--- src/rtl/fma_operand_loader.sv ---
// Serial-to-parallel operand front end for the fma datapath: two MSB-first bit
// streams are framed into WIDTH-bit words and handed over with valid/ready.
module fma_operand_loader #(
    parameter int WIDTH = 8
) (
    input  logic             clk,
    input  logic             reset,
    input  logic             enable,
    input  logic             frame_start,
    input  logic             ser_a,
    input  logic             ser_b,
    input  logic             clr_err,
    output logic [WIDTH-1:0] ina,
    output logic [WIDTH-1:0] inb,
    output logic             op_valid,
    input  logic             op_ready,
    output logic             busy,
    output logic             frame_err,
    output logic [1:0]       dbg_state
);

    // Handshake: ina/inb are offered while op_valid is high; a pair is consumed
    // on every cycle where op_valid && op_ready, and ina/inb stay stable until then.

    localparam int CW = $clog2(WIDTH + 1);
    localparam logic [CW-1:0] LAST_CNT = CW'(WIDTH - 1);
    localparam logic [CW-1:0] FULL_CNT = CW'(WIDTH);
    localparam logic [CW-1:0] ONE_CNT  = CW'(1);

    typedef enum logic [1:0] {
        IDLE  = 2'd0,
        SHIFT = 2'd1,
        HOLD  = 2'd2
    } state_t;

    state_t           state;
    state_t           state_n;
    logic [WIDTH-1:0] sa;
    logic [WIDTH-1:0] sb;
    logic [WIDTH-1:0] sa_n;
    logic [WIDTH-1:0] sb_n;
    logic [WIDTH-1:0] sa_shift;
    logic [WIDTH-1:0] sb_shift;
    logic [WIDTH-1:0] ina_n;
    logic [WIDTH-1:0] inb_n;
    logic [CW-1:0]    cnt;
    logic [CW-1:0]    cnt_n;
    logic             op_valid_n;
    logic             err_set;
    logic             frame_err_n;
    logic             slot_free;
    logic             last_bit;

    assign sa_shift  = {sa[WIDTH-2:0], ser_a};
    assign sb_shift  = {sb[WIDTH-2:0], ser_b};
    assign slot_free = !op_valid || op_ready;
    assign last_bit  = (cnt == LAST_CNT);

    always_ff @(posedge clk) begin
        if (reset) begin
            state     <= IDLE;
            sa        <= '0;
            sb        <= '0;
            cnt       <= '0;
            ina       <= '0;
            inb       <= '0;
            op_valid  <= 1'b0;
            frame_err <= 1'b0;
        end else begin
            state     <= state_n;
            sa        <= sa_n;
            sb        <= sb_n;
            cnt       <= cnt_n;
            ina       <= ina_n;
            inb       <= inb_n;
            op_valid  <= op_valid_n;
            frame_err <= frame_err_n;
        end
    end

    always_comb begin
        state_n    = state;
        sa_n       = sa;
        sb_n       = sb;
        cnt_n      = cnt;
        ina_n      = ina;
        inb_n      = inb;
        op_valid_n = op_valid && !op_ready;
        err_set    = 1'b0;

        case (state)
            IDLE: begin
                if (enable && frame_start) begin
                    sa_n    = sa_shift;
                    sb_n    = sb_shift;
                    cnt_n   = ONE_CNT;
                    state_n = SHIFT;
                end
            end
            SHIFT: begin
                if (enable) begin
                    if (frame_start && (cnt < FULL_CNT)) begin
                        // Restart: the current bit is the MSB of a fresh frame.
                        sa_n    = sa_shift;
                        sb_n    = sb_shift;
                        cnt_n   = ONE_CNT;
                        err_set = 1'b1;
                    end else if (last_bit) begin
                        if (slot_free) begin
                            ina_n      = sa_shift;
                            inb_n      = sb_shift;
                            op_valid_n = 1'b1;
                            cnt_n      = '0;
                            state_n    = IDLE;
                        end else begin
                            sa_n    = sa_shift;
                            sb_n    = sb_shift;
                            cnt_n   = cnt + ONE_CNT;
                            state_n = HOLD;
                        end
                    end else begin
                        sa_n  = sa_shift;
                        sb_n  = sb_shift;
                        cnt_n = cnt + ONE_CNT;
                    end
                end
            end
            HOLD: begin
                // A held pair plus a full output register: any new frame is an overrun.
                if (enable && frame_start) begin
                    err_set = 1'b1;
                end
                if (op_ready) begin
                    ina_n      = sa;
                    inb_n      = sb;
                    op_valid_n = 1'b1;
                    cnt_n      = '0;
                    state_n    = IDLE;
                end
            end
            default: begin
                state_n = IDLE;
            end
        endcase

        if (err_set) begin
            frame_err_n = 1'b1;
        end else if (clr_err) begin
            frame_err_n = 1'b0;
        end else begin
            frame_err_n = frame_err;
        end
    end

    assign busy      = (state != IDLE);
    assign dbg_state = state;

endmodule

--- config.mk ---
export PLATFORM = sky130hd
export DESIGN_NAME = fma_operand_loader
export DESIGN_NICKNAME = d
export VERILOG_FILES = /design/src/rtl/fma_operand_loader.sv
export SDC_FILE = /design/constraint.sdc
export NUM_CORES = 1
export LEC_CHECK = 0
export BUFFER_PORTS_ARGS = -buffer_cell sky130_fd_sc_hd__buf_2
export CORE_MARGIN = 4
export CORE_UTILIZATION = 56
export CTS_CLUSTER_DIAMETER = 120
export DETAILED_ROUTE_END_ITERATION = 8
export GPL_TIMING_DRIVEN = 0
export PLACE_DENSITY = 0.89
export SETUP_SLACK_MARGIN = 0.02
export SLEW_MARGIN = 10
export SYNTH_ARGS = -nofsm -noshare
export SYNTH_HDL_FRONTEND = slang
export SYNTH_SLANG_ARGS = --single-unit
--- constraint.sdc ---
create_clock -name clk -period 2 [get_ports clk]
set_clock_uncertainty 0.05 [all_clocks]
set_input_delay 0.3 -clock clk [delete_from_list [all_inputs] [get_ports clk]]
set_output_delay 0.3 -clock clk [all_outputs]
set_load 0.005 [all_outputs]
Yosys cells after proc, flatten, opt, wreduce, memory -nomap -nowiden
Index checks and enable logic that the tools add are counted.
{ "totals": {"register_bits": 40, "in_bits": 8, "output_inout_bits": 21} }
{ "classes": {"eq_ne": 10, "mux": 50, "add_sub_neg": 1, "magnitude_cmp": 1, "reduce_logical": 16} }
{ "op_table": {"columns": ["operator", "count"], "rows": [
  ["8-bit two-way mux", 20],
  ["8-bit one-hot mux with 2 select lines", 4],
  ["4-bit two-way mux", 6],
  ["2-bit two-way mux", 6],
  ["2-bit inequality test (second input constant)", 6],
  ["4-bit one-hot mux with 3 select lines", 1],
  ["1-bit two-way mux", 10],
  ["4-bit AND reduction", 2],
  ["2-bit nonzero test", 4],
  ["2-bit one-hot mux with 3 select lines", 1],
  ["6-bit AND reduction", 1],
  ["5-bit AND reduction", 1],
  ["4-bit by 1-bit adder with 4-bit output (second input constant)", 1],
  ["4-bit by 3-bit equality test with 1-bit output (second input constant)", 1],
  ["4-bit < comparator (second input constant)", 1],
  ["4-bit inequality test (second input constant)", 1],
  ["1-bit one-hot mux with 2 select lines", 2],
  ["1-bit logical AND", 3],
  ["3-bit nonzero test", 1],
  ["2-bit by 1-bit equality test with 1-bit output (second input constant)", 1],
  ["2-bit equality test (second input constant)", 1],
  ["1-bit logical NOT", 2],
  ["2-bit logical NOT", 1],
  ["1-bit logical OR", 1]
]} }

Logic depth before layout (Yosys ltp)
{ "logic_depth": {"ltp_word": 7, "mapped_depth": 8} }

Worst setup path before layout
OpenSTA, ideal clock, no wires.
{ "synth_path": {"kind": "register -> register", "startpoint": "register state[1], in the netlist dbg_state[1]", "endpoint": "register sa[0]", "arrival_ps": 1665, "required_time_ps": 1822, "setup_time_ps": 128, "slack_ps": 157, "path_stages_with_launch": 9, "synth_period_minus_slack_ps": 1843, "path_cell_list": "dfxtp_1 > inv_1 > ha_1 > buf_2 > mux2_1 > o311ai_4 > buf_8 > mux2i_1 > nor2_1"} }
{ "synth_between": {"elab_chain_len": 3, "word_cells_on_any_way": 8, "classes_between": "eq/ne (4); mux (1); reduce/logical (3)"} }
{ "synth_rtl": {"columns": ["element", "line", "text"], "rows": [
  ["from (decl)", "36", "state_t state;"],
  ["from (signal assigned)", "70", "state <= state_n;"],
  ["2-bit by 1-bit equality test with 1-bit output / 2-bit logical NOT (equally long branches)", "91", "case (state)"],
  ["4-bit inequality test (no source line), or another cell as far along", null, null],
  ["4-bit AND reduction (no source line)", null, null],
  ["to (signal assigned)", "71", "sa <= sa_n;"],
  ["to (decl)", "38", "logic [WIDTH-1:0] sa;"]
]} }
Several ways; a longest one is shown, not always the timed one.
A chain may end at the register's enable or synchronous reset.

Worst setup path after layout
{ "layout_path": {"startpoint": "register cnt[0]", "endpoint": "register inb[4]"} }
{ "layout_between": {"elab_chain_len": 4, "word_cells_on_any_way": 6, "classes_between": "order compare (1); eq/ne (3); reduce/logical (2)"} }
{ "layout_rtl": {"columns": ["element", "line", "text"], "rows": [
  ["from (decl)", "46", "logic [CW-1:0] cnt;"],
  ["from (signal assigned)", "73", "cnt <= cnt_n;"],
  ["4-bit < comparator", "102", "if (frame_start && (cnt < FULL_CNT)) begin"],
  ["1-bit logical AND", "102", null],
  ["2-bit inequality test (no source line)", null, null],
  ["6-bit AND reduction (no source line) *", null, null],
  ["to (signal assigned)", "75", "inb <= inb_n;"],
  ["to (decl)", "14", "output logic [WIDTH-1:0] inb,"]
]} }
Every way passes the cells marked *; elsewhere a longest branch is shown, timed or not.

==> out/summary.txt <==
Fmax -> 0.522 GHz
CORE AREA -> 3150 sq um
VDD IR max -> 0.442 mV
Worst setup margin -> 0.0839 ns
Initial antenna violation count -> 0
First-pass GRT wire length -> 6.97 mm
DR pass1 iterations -> 4
Worst r2r dst -> inb[4]
FF-to-FF Start -> cnt[0]
Synth unique cells -> 36
Reg2Reg Depth -> 7
Final hold slack -> 0.166 ns
Standard-cell row count -> 20
Max stage delay on crit path -> 0.40 ns
R2R setup slack -> 0.08 ns
Final-layout fill cell count -> 256
Die Area -> 4390 sq um
CP required -> 2.17 ns
Setup crit end kind -> flip-flop
Critical path cell sequence -> ha_2, nand4bb_1, a211oi_4, and2_1, buf_2, buf_6, a211oi_1
Max-slew violation count -> 0
DR WL/cell -> 15.6 microns
Mapped Nets -> 210
Hold Violations, Final -> 0
Hold WC Path Type -> in2reg
Routed vias/inst -> 5.72
Slew HR -> 0.661
Mapped Cells -> 198
Avg Inst Size Synth -> 9.61 sq um
CTS tree -> built
GRT Util Overall -> 0.209
Arrival time worst endpoint -> 2.08 ns
Layout cells sized above 1 -> 0.249
GP Congestion -> 0.855
Chip width -> 66.3 microns
Dpl ws -> -0.0206 ns
Worst skew pair latency -> 0.34 ns
Startpoint types -> flip-flop
Number of clock sinks -> 40
Main flop type after synthesis -> dfxtp_1
TNS Setup -> 0 ns
DPL Wire Length -> 2.90 mm
Vias in the first global route -> 1526
Worst Tran Pin Value -> 0.508 ns
EDFF count, synth -> 0
DRT antenna net count -> 0
Crit path from -> cnt[0]
Critical path class -> reg2reg
Pwr Density -> 698 nW/um^2
Placed cells -> 269
Clk slew on worst S/H paths -> 0.11 ns
Worst setup path endpoint -> inb[4]
Pleak -> 0.963 nW
Total power -> 1.58 mW
Starting DRT DRC Count -> 133
Number of max-cap violations -> 0
Area delta synth->final -> 18.9%
I/O pins -> 29
Synth Cell Area -> 1900 sq um
Max clock buf depth -> 2
Gr ovfl total -> 0
Routed vias -> 1606
Final WL -> 4.38 mm
Drc violations -> 0
Total CTS buffers -> 5
Hold path startpoint -> clr_err
Synth Register Bits -> 40
Number of synthesis warnings -> 0
Period minus WS final -> 1.92 ns
IO buf count -> 27
Fin nets -> 249
Largest net degree at the start of global routing -> 12
Finished Layout Cells -> 281
Cts hold-fix bufs -> 0
Root Driver -> clkbuf_4
Starting Density -> 0.603
Setup violations, final -> 0
Async set or reset register ratio after synthesis -> 0
Setup repair after global routing missed its margin -> yes
Final Cycle Share -> 0.958
Worst path slowest cell -> dfxtp_1
Worst Path Max Fanout -> 10
# diodes -> 0
H-tree levels -> 2
Die Y -> 66.3 microns
Status -> finished, final reports clean
Register area share after synthesis -> 0.421
==> worst min-delay path by stage <==
stage,to,slack [ns],cells after the start
after floorplan,sa[0],0.39,2
after global placement,cnt[1],0.41,2
after detailed placement,cnt[1],0.42,2
after CTS,frame_err,0.17,3
after global routing,frame_err,0.16,3
final,frame_err,0.17,3
==> through the flow <==
step	instance area, sq um	utilization
2_1_floorplan	1900	-
3_3_place_gp	2090	0.663
3_5_place_dp	2090	0.663
4_1_cts	2220	0.704
5_1_grt	2260	0.717
6_report	2260	0.717
==> flip-flops by register name, summed over array words and instances, names as in the netlist <==
| name | cells |
|---|---|
| cnt | 4 |
| dbg_state | 2 |
| frame_err | 1 |
| ina | 8 |
| inb | 8 |
| op_valid | 1 |
| sa | 8 |
| sb | 8 |
==> cell type report <==
cell class,instances,area (sq um),share of cell area
Multi-Input combinational cell,135,1010,0.447
Sequential cell,40,802,0.355
Timing Repair Buffer,32,205,0.0908
Buffer,15,93.8,0.0415
Clock buffer,7,65.1,0.0288
Tap cell,44,55.1,0.0243
Inverter,8,30.0,0.0133
==> power by group <==
| part | internal (mW) | switching [mW] | leakage, nW | total (mW) |
|---|---|---|---|---|
| logic | 0.131 | 0.150 | 0.601 | 0.282 |
| registers | 0.833 | 0.0236 | 0.325 | 0.856 |
| clock network | 0.199 | 0.242 | 0.0374 | 0.441 |
==> timing repair <==
item,CTS,global route
pin swaps,1,1
cloned,1,0
buffers inserted,3,1
endpoints found under the setup margin,11,27
resized for setup,1,11
==> synthesized netlist by cell type, types with 2 or more instances <==
library cell,count,area (sq um)
a211o_1,2,17.5
a211oi_1,18,135
a21oi_1,21,105
a31oi_1,2,12.5
buf_2,7,35.0
buf_4,2,15.0
clkbuf_1,5,18.8
dfxtp_1,40,801
ha_1,4,50.1
inv_1,8,30.0
mux2i_1,32,320
nand2_1,7,26.3
nand2b_1,4,25.0
nand3_1,3,15.0
nor2_1,18,67.6
nor2b_1,4,25.0
o32ai_1,2,17.5
==> cell families after synthesis <==
group / after synthesis / share of synthesized area
multiplexers: 33 / 0.174
AO/OA/AOI/OAI: 53 / 0.195
AND/OR/NAND/NOR: 45 / 0.123
flip-flops: 40 / 0.421
adder cells (fa/ha/maj): 4 / 0.0263
buffers and inverters: 23 / 0.0599
==> cell usage in the layout, fill, tap and decap left out, types with 4 or more instances in the layout <==
master,count
nand2b_1,4
mux2i_1,32
nand2_1,7
buf_4,4
clkbuf_4,5
nor2b_1,4
nor2_1,18
clkbuf_1,5
buf_2,33
dfxtp_1,39
a21oi_1,21
a211oi_1,18
inv_1,8
==> worst max-delay path: cells and delay by family (launching register included) <==
kind | cells | cell delay (ns)
AO/OA/AOI/OAI | 2 | 0.38
adder cells (fa/ha/maj) | 1 | 0.24
buffers and inverters | 2 | 0.35
flip-flops | 1 | 0.40
AND/OR/NAND/NOR | 2 | 0.36
==> metal layers <==
metal	GRT usage	vias up	wire length, microns
met5	0	-	0
met1	0.243	774	1860
li1	-	787	-
met2	0.358	37	2220
met3	0.0612	8	244
met4	0.0761	0	53
No activity file was read; power rests on OpenSTA's default activity.
